==> src/rtl/apb_bridge_pkg.sv <==
// apb_bridge_pkg
//  Shared definitions for the AHB-to-APB bridge sequencer: FSM state
//  encoding, AHB HTRANS codes, default slave address tags and the
//  AHB OKAY response code.
package apb_bridge_pkg;

    typedef enum logic [2:0] {
        ST_IDLE    = 3'd0,
        ST_WWAIT   = 3'd1,
        ST_WRITE   = 3'd2,
        ST_WENABLE = 3'd3,
        ST_READ    = 3'd4,
        ST_RENABLE = 3'd5
    } apb_state_t;

    localparam logic [1:0] HTRANS_IDLE   = 2'b00;
    localparam logic [1:0] HTRANS_BUSY   = 2'b01;
    localparam logic [1:0] HTRANS_NONSEQ = 2'b10;
    localparam logic [1:0] HTRANS_SEQ    = 2'b11;

    // Width of the slave-select field at the top of the address.
    localparam int TAG_W = 6;

    localparam logic [TAG_W-1:0] SLV0_TAG_DEF = 6'h20;
    localparam logic [TAG_W-1:0] SLV1_TAG_DEF = 6'h21;
    localparam logic [TAG_W-1:0] SLV2_TAG_DEF = 6'h22;

    localparam logic [1:0] HRESP_OKAY = 2'b00;

endpackage

==> src/rtl/apb_addr_decode.sv <==
// apb_addr_decode
//  Combinational address decoder for the AHB-to-APB bridge. Flags a valid
//  transfer (bridge selected, NONSEQ/SEQ, mapped address) and produces the
//  one-hot APB slave select from the tag field haddr[SEL_LSB +: TAG_W].
// Ports
//  haddr   in   ADDR_W  AHB address-phase address
//  hsel    in   1       bridge selected by AHB decoder
//  htrans  in   2       AHB transfer type
//  valid   out  1       transfer should be taken
//  sel     out  3       one-hot slave select (0 when unmapped)
module apb_addr_decode
    import apb_bridge_pkg::*;
#(
    parameter int               ADDR_W   = 32,
    parameter int               SEL_LSB  = 26,
    parameter logic [TAG_W-1:0] SLV0_TAG = SLV0_TAG_DEF,
    parameter logic [TAG_W-1:0] SLV1_TAG = SLV1_TAG_DEF,
    parameter logic [TAG_W-1:0] SLV2_TAG = SLV2_TAG_DEF
) (
    input  logic [ADDR_W-1:0] haddr,
    input  logic              hsel,
    input  logic [1:0]        htrans,
    output logic              valid,
    output logic [2:0]        sel
);

    logic [TAG_W-1:0] tag;
    logic             unused_low_addr;

    assign tag = haddr[SEL_LSB +: TAG_W];

    // Offset bits inside a slave window play no part in decoding.
    assign unused_low_addr = ^haddr[SEL_LSB-1:0];

    always_comb begin
        sel = 3'b000;
        if (tag == SLV0_TAG) begin
            sel = 3'b001;
        end else if (tag == SLV1_TAG) begin
            sel = 3'b010;
        end else if (tag == SLV2_TAG) begin
            sel = 3'b100;
        end
        valid = hsel && (htrans == HTRANS_NONSEQ || htrans == HTRANS_SEQ) && (sel != 3'b000);
    end

endmodule

==> src/rtl/apb_controller.sv <==
// apb_controller
//  AHB-to-APB bridge sequencer. Takes single AHB transfers, decodes them to
//  one of three APB slaves, runs the APB setup and access phases and stalls
//  AHB through hreadyout until the APB access completes.
//
//  state      | meaning
//  -----------+-----------------------------------------------------------
//  ST_IDLE    | no transfer, hreadyout=1, waiting for a valid address phase
//  ST_WWAIT   | write accepted, capturing hwdata from the AHB data phase
//  ST_WRITE   | APB write setup phase (psel on, penable off)
//  ST_WENABLE | APB write access phase, held while pready=0
//  ST_READ    | APB read setup phase
//  ST_RENABLE | APB read access phase, hrdata loaded on completion
//
// Ports
//  hclk, hreset            clock, synchronous active-high reset
//  hsel, htrans, hwrite    AHB address-phase control
//  haddr, hwdata           AHB address and write data
//  prdata, pready          APB read data and ready
//  hreadyout, hresp, hrdata  AHB response
//  pwrite, penable, pselx, paddr, pwdata  registered APB request
module apb_controller
    import apb_bridge_pkg::*;
#(
    parameter int               ADDR_W   = 32,
    parameter int               DATA_W   = 32,
    parameter int               SEL_LSB  = 26,
    parameter logic [TAG_W-1:0] SLV0_TAG = SLV0_TAG_DEF,
    parameter logic [TAG_W-1:0] SLV1_TAG = SLV1_TAG_DEF,
    parameter logic [TAG_W-1:0] SLV2_TAG = SLV2_TAG_DEF
) (
    input  logic              hclk,
    input  logic              hreset,
    input  logic              hsel,
    input  logic [1:0]        htrans,
    input  logic              hwrite,
    input  logic [ADDR_W-1:0] haddr,
    input  logic [DATA_W-1:0] hwdata,
    input  logic [DATA_W-1:0] prdata,
    input  logic              pready,
    output logic              hreadyout,
    output logic [1:0]        hresp,
    output logic [DATA_W-1:0] hrdata,
    output logic              pwrite,
    output logic              penable,
    output logic [2:0]        pselx,
    output logic [ADDR_W-1:0] paddr,
    output logic [DATA_W-1:0] pwdata
);

    apb_state_t        state_q, state_d;
    logic [ADDR_W-1:0] addr_q, addr_d;
    logic              write_q, write_d;
    logic [2:0]        sel_q, sel_d;
    logic              capture;
    logic              dec_valid;
    logic [2:0]        dec_sel;

    apb_addr_decode #(
        .ADDR_W   (ADDR_W),
        .SEL_LSB  (SEL_LSB),
        .SLV0_TAG (SLV0_TAG),
        .SLV1_TAG (SLV1_TAG),
        .SLV2_TAG (SLV2_TAG)
    ) u_decode (
        .haddr  (haddr),
        .hsel   (hsel),
        .htrans (htrans),
        .valid  (dec_valid),
        .sel    (dec_sel)
    );

    assign hresp = HRESP_OKAY;

    always_comb begin
        state_d   = state_q;
        capture   = 1'b0;
        hreadyout = 1'b1;
        case (state_q)
            ST_IDLE: begin
                if (dec_valid) begin
                    capture = 1'b1;
                    state_d = hwrite ? ST_WWAIT : ST_READ;
                end
            end
            ST_WWAIT: begin
                hreadyout = 1'b0;
                state_d   = ST_WRITE;
            end
            ST_WRITE: begin
                hreadyout = 1'b0;
                state_d   = ST_WENABLE;
            end
            ST_READ: begin
                hreadyout = 1'b0;
                state_d   = ST_RENABLE;
            end
            ST_WENABLE, ST_RENABLE: begin
                // Only combinational input-to-output path in the block.
                hreadyout = pready;
                if (pready) begin
                    if (dec_valid) begin
                        capture = 1'b1;
                        state_d = hwrite ? ST_WWAIT : ST_READ;
                    end else begin
                        state_d = ST_IDLE;
                    end
                end
            end
            default: begin
                state_d = ST_IDLE;
            end
        endcase

        // A read goes straight from capture to setup, so the setup-phase
        // registers must see the address being captured on the same edge.
        addr_d  = capture ? haddr   : addr_q;
        write_d = capture ? hwrite  : write_q;
        sel_d   = capture ? dec_sel : sel_q;
    end

    always_ff @(posedge hclk) begin
        if (hreset) begin
            state_q <= ST_IDLE;
            addr_q  <= '0;
            write_q <= 1'b0;
            sel_q   <= 3'b000;
            pselx   <= 3'b000;
            penable <= 1'b0;
            pwrite  <= 1'b0;
            paddr   <= '0;
            pwdata  <= '0;
            hrdata  <= '0;
        end else begin
            state_q <= state_d;
            addr_q  <= addr_d;
            write_q <= write_d;
            sel_q   <= sel_d;

            if (state_q == ST_WWAIT) begin
                pwdata <= hwdata;
            end
            if (state_q == ST_RENABLE && pready) begin
                hrdata <= prdata;
            end

            // APB outputs are loaded from the next state so they change only
            // on clock edges; paddr/pwrite/pwdata keep their last value when idle.
            case (state_d)
                ST_WRITE, ST_READ: begin
                    pselx   <= sel_d;
                    pwrite  <= write_d;
                    paddr   <= addr_d;
                    penable <= 1'b0;
                end
                ST_WENABLE, ST_RENABLE: begin
                    penable <= 1'b1;
                end
                default: begin
                    pselx   <= 3'b000;
                    penable <= 1'b0;
                end
            endcase
        end
    end

endmodule

==> config.mk <==
export PLATFORM = sky130hd
export DESIGN_NAME = apb_controller
export DESIGN_NICKNAME = d
export VERILOG_FILES = /design/src/rtl/apb_bridge_pkg.sv /design/src/rtl/apb_addr_decode.sv /design/src/rtl/apb_controller.sv
export SDC_FILE = /design/constraint.sdc
export NUM_CORES = 1
export LEC_CHECK = 0
export BUFFER_PORTS_ARGS = -buffer_cell sky130_fd_sc_hd__buf_2
export CAP_MARGIN = 20
export CORE_MARGIN = 1.5
export CORE_UTILIZATION = 51
export CTS_CLUSTER_SIZE = 12
export DETAILED_ROUTE_END_ITERATION = 12
export PLACE_DENSITY = 0.81
export RECOVER_POWER = 100
export SLEW_MARGIN = 25
export SYNTH_ARGS = -nofsm -noshare
export SYNTH_HDL_FRONTEND = slang
export SYNTH_SLANG_ARGS = --single-unit
==> constraint.sdc <==
create_clock -name hclk -period 4.6 [get_ports hclk]
set_input_delay 0.46 -clock hclk [delete_from_list [all_inputs] [get_ports hclk]]
set_output_delay 0.46 -clock hclk [all_outputs]
set_load 0.02 [all_outputs]
### Word-level counts from Yosys, hierarchy flattened

Index checks and enable logic that the tools add are counted.
Widths: inputs -> output; s select.

* register bits: 140
* input bits: 103
* logic and storage cells: 51
* output and inout bits: 104

* equal/unequal tests: 14
* reductions and logical operators: 10
* muxes and demuxes: 17

Operators with widths (count)
* $mux 32: 1
* $mux 3: 8
* $eq 6x6->1 const B: 3
* $pmux 3 s5: 1
* $eq 3x2->1 const B: 4
* $eq 3x3->1 const B: 4
* $pmux 3 s2: 1
* $reduce_or 2->1: 3
* $eq 2x2->1 const B: 2
* $mux 1: 4
* $pmux 1 s2: 2
* $eq 3x1->1 const B: 1
* $logic_and 1x1->1: 3
* $logic_not 3->1: 1
* $reduce_bool 3->1: 1
* $reduce_or 3->1: 1
* $logic_or 1x1->1: 1

### Longest topological paths before layout

* word-level depth: 12
* mapped depth: 8
* mapped depth without buffers: 5

### Modules after synthesis

From an unflattened synthesis, not the netlist that was laid out.

* cells, all modules: 656
* area total of the unflattened synthesis: 5445.2 um^2

By module, submodules not included
* apb_controller: cells each 650, times used 1, area each 5385.2 um^2, seq. area each 2802.7 um^2
* apb_addr_decode: cells each 6, times used 1, area each 60.1 um^2, seq. area each 0.0 um^2

### Worst setup path after synthesis

OpenSTA, ideal clock, no wires.

* kind: in2reg
* from: in haddr[29]
* to: reg paddr[10]
* path slack: 2.704 ns
* required time: 4.454 ns
* stages: 7
* buffers on the path: 2
* arrival time: 1.750 ns
* setup time: 0.146 ns
* path through: nor4b_2 > nand4_1 > and2b_1 > buf_6 > buf_12 > mux2i_1 > a211oi_2

* longest elaborated chain between the ends: 11
* elaborated cells between the ends (all ways): 19
* those cells by class: 5 x eq/ne; 11 x mux; 3 x reduce/logical

RTL lines
* start, declared: line apb_controller.sv:37 `input logic [ADDR_W-1:0] haddr,`
* $eq 6x6->1: line apb_addr_decode.sv:41 `end else if (tag == SLV2_TAG) begin`
* $mux 3: line apb_addr_decode.sv:41
* $mux 3: line apb_addr_decode.sv:39 `end else if (tag == SLV1_TAG) begin`
* $mux 3 *: line apb_addr_decode.sv:37 `if (tag == SLV0_TAG) begin`
* $reduce_bool 3->1 *: line apb_addr_decode.sv:44 `valid = hsel && (htrans == HTRANS_NONSEQ || htrans == HTRANS_SEQ) && (sel != 3'b000);`
* $logic_and 1x1->1 *: line apb_addr_decode.sv:44
* $mux 3: line apb_controller.sv:102 `if (dec_valid) begin`
* $mux 3: line apb_controller.sv:101 `if (pready) begin`
* $pmux 3 s5: line apb_controller.sv:79 `case (state_q)`
* $eq 3x2->1 / $eq 3x3->1 (equally long branches): line apb_controller.sv:149 `case (state_d)`
* $reduce_or 2->1: line apb_controller.sv:149
* end signal, assigned: line apb_controller.sv:153 `paddr <= addr_d;`
* end, declared: line apb_controller.sv:47 `output logic [ADDR_W-1:0] paddr,`

Every way passes the cells marked *; elsewhere a longest branch is shown, timed or not.
A chain may end at the register's enable or synchronous reset.

### Final worst setup path

* from: reg state_q[1]
* to: reg paddr[22]

* longest elaborated chain between the ends: 5
* elaborated cells between the ends (all ways): 15
* those cells by class: 7 x eq/ne; 5 x mux; 3 x reduce/logical

RTL lines
* start, declared: line apb_controller.sv:51 `apb_state_t state_q, state_d;`
* start signal, assigned: line apb_controller.sv:135 `state_q <= state_d;`
* $eq 3x3->1 / $eq 3x2->1 (equally long branches): line apb_controller.sv:79
* $reduce_or 2->1: line apb_controller.sv:79
* $pmux 3 s5: line apb_controller.sv:79
* $eq 3x2->1 / $eq 3x3->1 (equally long branches): line apb_controller.sv:149
* $reduce_or 2->1: line apb_controller.sv:149

Parallel ways exist; a longest one is shown, timed or not.

==> impl_metrics.env <==
export IMPL_rsz0062_at_grt="false"
export IMPL_gp_congestion=0.7930
export IMPL_fin_util_pct=67.11
export IMPL_power_total_mw=2.705
export IMPL_hpwl_mm=7.794
export IMPL_clk_path_buf_depth=2
export IMPL_ys_types=34
export IMPL_rows=36
export IMPL_stdcell_count=887
export IMPL_cts_root_buf="clkbuf_8"
export IMPL_ys_seq_elements=140
export IMPL_cts_tree="built"
export IMPL_crit_type="register to register"
export IMPL_crit_fanout=37
export IMPL_final_nets=843
export IMPL_hold_violations=0
export IMPL_wl_mm=11.72
export IMPL_htreeDepth=4
export IMPL_hold_buffers=0
export IMPL_drt_wirelength_per_cell_um=13.21
export IMPL_final_cell_area_sq_um=6499
export IMPL_port_buffers=203
export IMPL_dieArea_sq_um=10500
export IMPL_period_share_pct=67.33
export IMPL_tightest_slew_ns=1.978
export IMPL_netlist_area_sq_um=5044
export IMPL_maxSlewHeadroom_pct=-31.87
export IMPL_die_w_um=102.4
export IMPL_max_freq_mhz=322.9
export IMPL_syn_instance_count=554
export IMPL_boundaryPins=207
export IMPL_fin_tns_setup_ns=0
export IMPL_clk_latency_ns=0.52
export IMPL_yosys_warnings=0
export IMPL_max_stage_delay_ns=1.47
export IMPL_violations="capacitance limit, slew limit"
export IMPL_postRouteAntennaNets=0
export IMPL_finClkSkew_ns=0.006758
export IMPL_cp_num_buf_inv=0
export IMPL_ys_seq_area_share_pct=55.57
export IMPL_post_place_ws_ns=1.786
export IMPL_maxCapViolations=2
export IMPL_crit_arrival_ns=3.52
export IMPL_status="finished with violations"
export IMPL_drive_gt1_share_pct=20.32
export IMPL_grt_pass1_wl_mm=17.63
export IMPL_end_kind="register"
export IMPL_drt_first_pass_iters=5
export IMPL_critical_path_top_delay_family="simple AND/OR/NAND/NOR gates"
export IMPL_p_per_area_nw_per_um2=416.2
export IMPL_cellLeakagePower_nw=2.320
export IMPL_clock_sinks=140
export IMPL_cp_required_ns=5.03
export IMPL_grt_max_degree=96
export IMPL_grt_antenna_before_repair=1
export IMPL_grt_usage_pct=21.67
export IMPL_cp_start_kind="register"
export IMPL_crit_chain="or3_1 > o21ai_1 > and2b_1 > mux2i_1 > a211oi_1"
export IMPL_period_needed_ns=3.097
export IMPL_drcViolationCount=0
export IMPL_vias=4381
export IMPL_num_fill_cells=841
export IMPL_place_inst=853
export IMPL_initial_core_util_pct=52.08
export IMPL_whs_ns=0.1724
export IMPL_cts_buffers=17
export IMPL_cts_resized=0
export IMPL_grt_ovfl_total=0
export IMPL_ir_drop_mv=0.2808
export IMPL_via_per_inst=4.939
export IMPL_grt_pass1_vias=3964
export IMPL_clk_pin_slew_ns=0.06
export IMPL_syn_mean_instance_area_sq_um=9.104
export IMPL_place_area_sq_um=6046
export IMPL_cts_post_setup_buffers_inserted=0
export IMPL_coreArea_sq_um=9684
export IMPL_finalWorstSetupSlack_ns=1.503
export IMPL_area_growth_syn_to_layout_pct=28.85
export IMPL_finalSetupViolations=0
export IMPL_die_h_um=102.4
export IMPL_drtIter0Drc=135
export IMPL_slowest_stage="and2b_1"
export IMPL_slew_violations=71
export IMPL_hold_class="input pin to register"
[placed cells by master (no fill, tap or decap), drive strengths merged]
cell type / n
nand3b: 3
nand2: 141
buf: 104
mux2i: 32
clkinvlp: 2
o21ai: 2
o31ai: 3
o21bai: 1
a31oi: 1
diode: 1
a2111oi: 1
clkinv: 7
inv: 3
a211oi: 31
o21a: 1
o211ai: 1
dfxtp: 140
xnor2: 1
nor4b: 1
a21oi: 69
clkbuf: 121
and2: 5
nand4: 2
conb: 2
and2b: 1
nand4bb: 1
nor2: 70
nor3: 2
bufinv: 3
or3: 1
nand4b: 1
[synth_stat cells]
cell type / n / area [sq um]
a211oi_1: 9 / 67.56
nand4b_1: 1 / 8.760
nand3b_1: 3 / 22.52
conb_1: 1 / 3.750
a211oi_2: 22 / 275.3
nand4bb_1: 1 / 11.26
buf_1: 1 / 3.750
inv_1: 1 / 3.750
nor4b_2: 1 / 15.01
o21a_1: 1 / 7.510
nor2_1: 70 / 262.8
o21ai_2: 1 / 8.760
a31oi_1: 1 / 6.260
nor3_1: 2 / 10.01
buf_12: 2 / 40.04
buf_6: 2 / 22.52
and2b_1: 1 / 7.510
and2_1: 5 / 31.28
o21bai_1: 1 / 7.510
xnor2_1: 1 / 8.760
o211ai_1: 1 / 7.510
a2111oi_0: 1 / 8.760
o31ai_1: 3 / 22.52
o21ai_1: 1 / 5.000
or3_1: 1 / 6.260
buf_8: 1 / 15.01
buf_4: 2 / 15.01
buf_2: 4 / 20.02
clkbuf_1: 29 / 108.9
mux2i_1: 32 / 320.3
nand2_1: 141 / 529.3
nand4_1: 2 / 12.51
a21oi_1: 69 / 345.3
dfxtp_1: 140 / 2803
[worst register-to-register path, stage by stage, from the launching register on]
cell	delay, ns
dfxtp_1	0.40
or3_1	0.39
o21ai_1	0.08
and2b_1	1.47
mux2i_1	0.33
a211oi_1	0.33
[where the power goes]
group          internal (mW)  switching, mW
clock                  0.841          0.513
sequential              1.22        0.00592
combinational         0.0510         0.0701
[state kept, by name, indices dropped and copies added (netlist names)]
name,flops
pwrite,1
write_q,1
paddr,32
pwdata,32
state_q,3
pselx,3
sel_q,3
hrdata,32
penable,1
addr_q,32
[routing by layer]
metal	routed length, um	track usage, %	vias up
li1	-	-	2207
met1	4925	23.77	1997
met2	5715	37.44	156
met3	841	8.345	21
met4	235	9.168	0
met5	0	0	-
[cell families (layout without fill, tap and decap cells)]
| kind of cell | Yosys count | count (layout) | share of synthesized area, % |
|---|---|---|---|
| AO/OA/AOI/OAI | 110 | 110 | 15.11 |
| XOR/XNOR | 1 | 1 | 0.1737 |
| buffers and inverters | 42 | 240 | 4.539 |
| flip-flops | 140 | 140 | 55.57 |
| multiplexers | 32 | 32 | 6.351 |
| other | 1 | 3 | 0.07435 |
| AND/OR/NAND/NOR | 228 | 228 | 18.18 |
[worst paths after layout]
| path | from | cells after the start | end | slack [ns] |
|---|---|---|---|---|
| worst max-delay path | state_q[1] | 5 | paddr[22] | 1.50 |
| worst min-delay path | prdata[24] | 3 | hrdata[24] | 0.17 |
| worst max register to register | state_q[1] | 5 | paddr[22] | 1.50 |
| worst min register to register | pwdata[29] | 2 | pwdata[29] | 0.45 |
[layout make-up]
type	instances	area, sq um	share of cell area, %
repair buffers	207	939.7	14.46
multi-input cells	373	1987	30.57
well taps	133	166.4	2.561
flip-flops and latches	140	2803	43.13
clock buffers	18	427.9	6.585
inverters	1	3.754	0.05776
clock inverters	14	168.9	2.599
diodes	1	2.502	0.03851
Power figures use the tool's default switching activity.
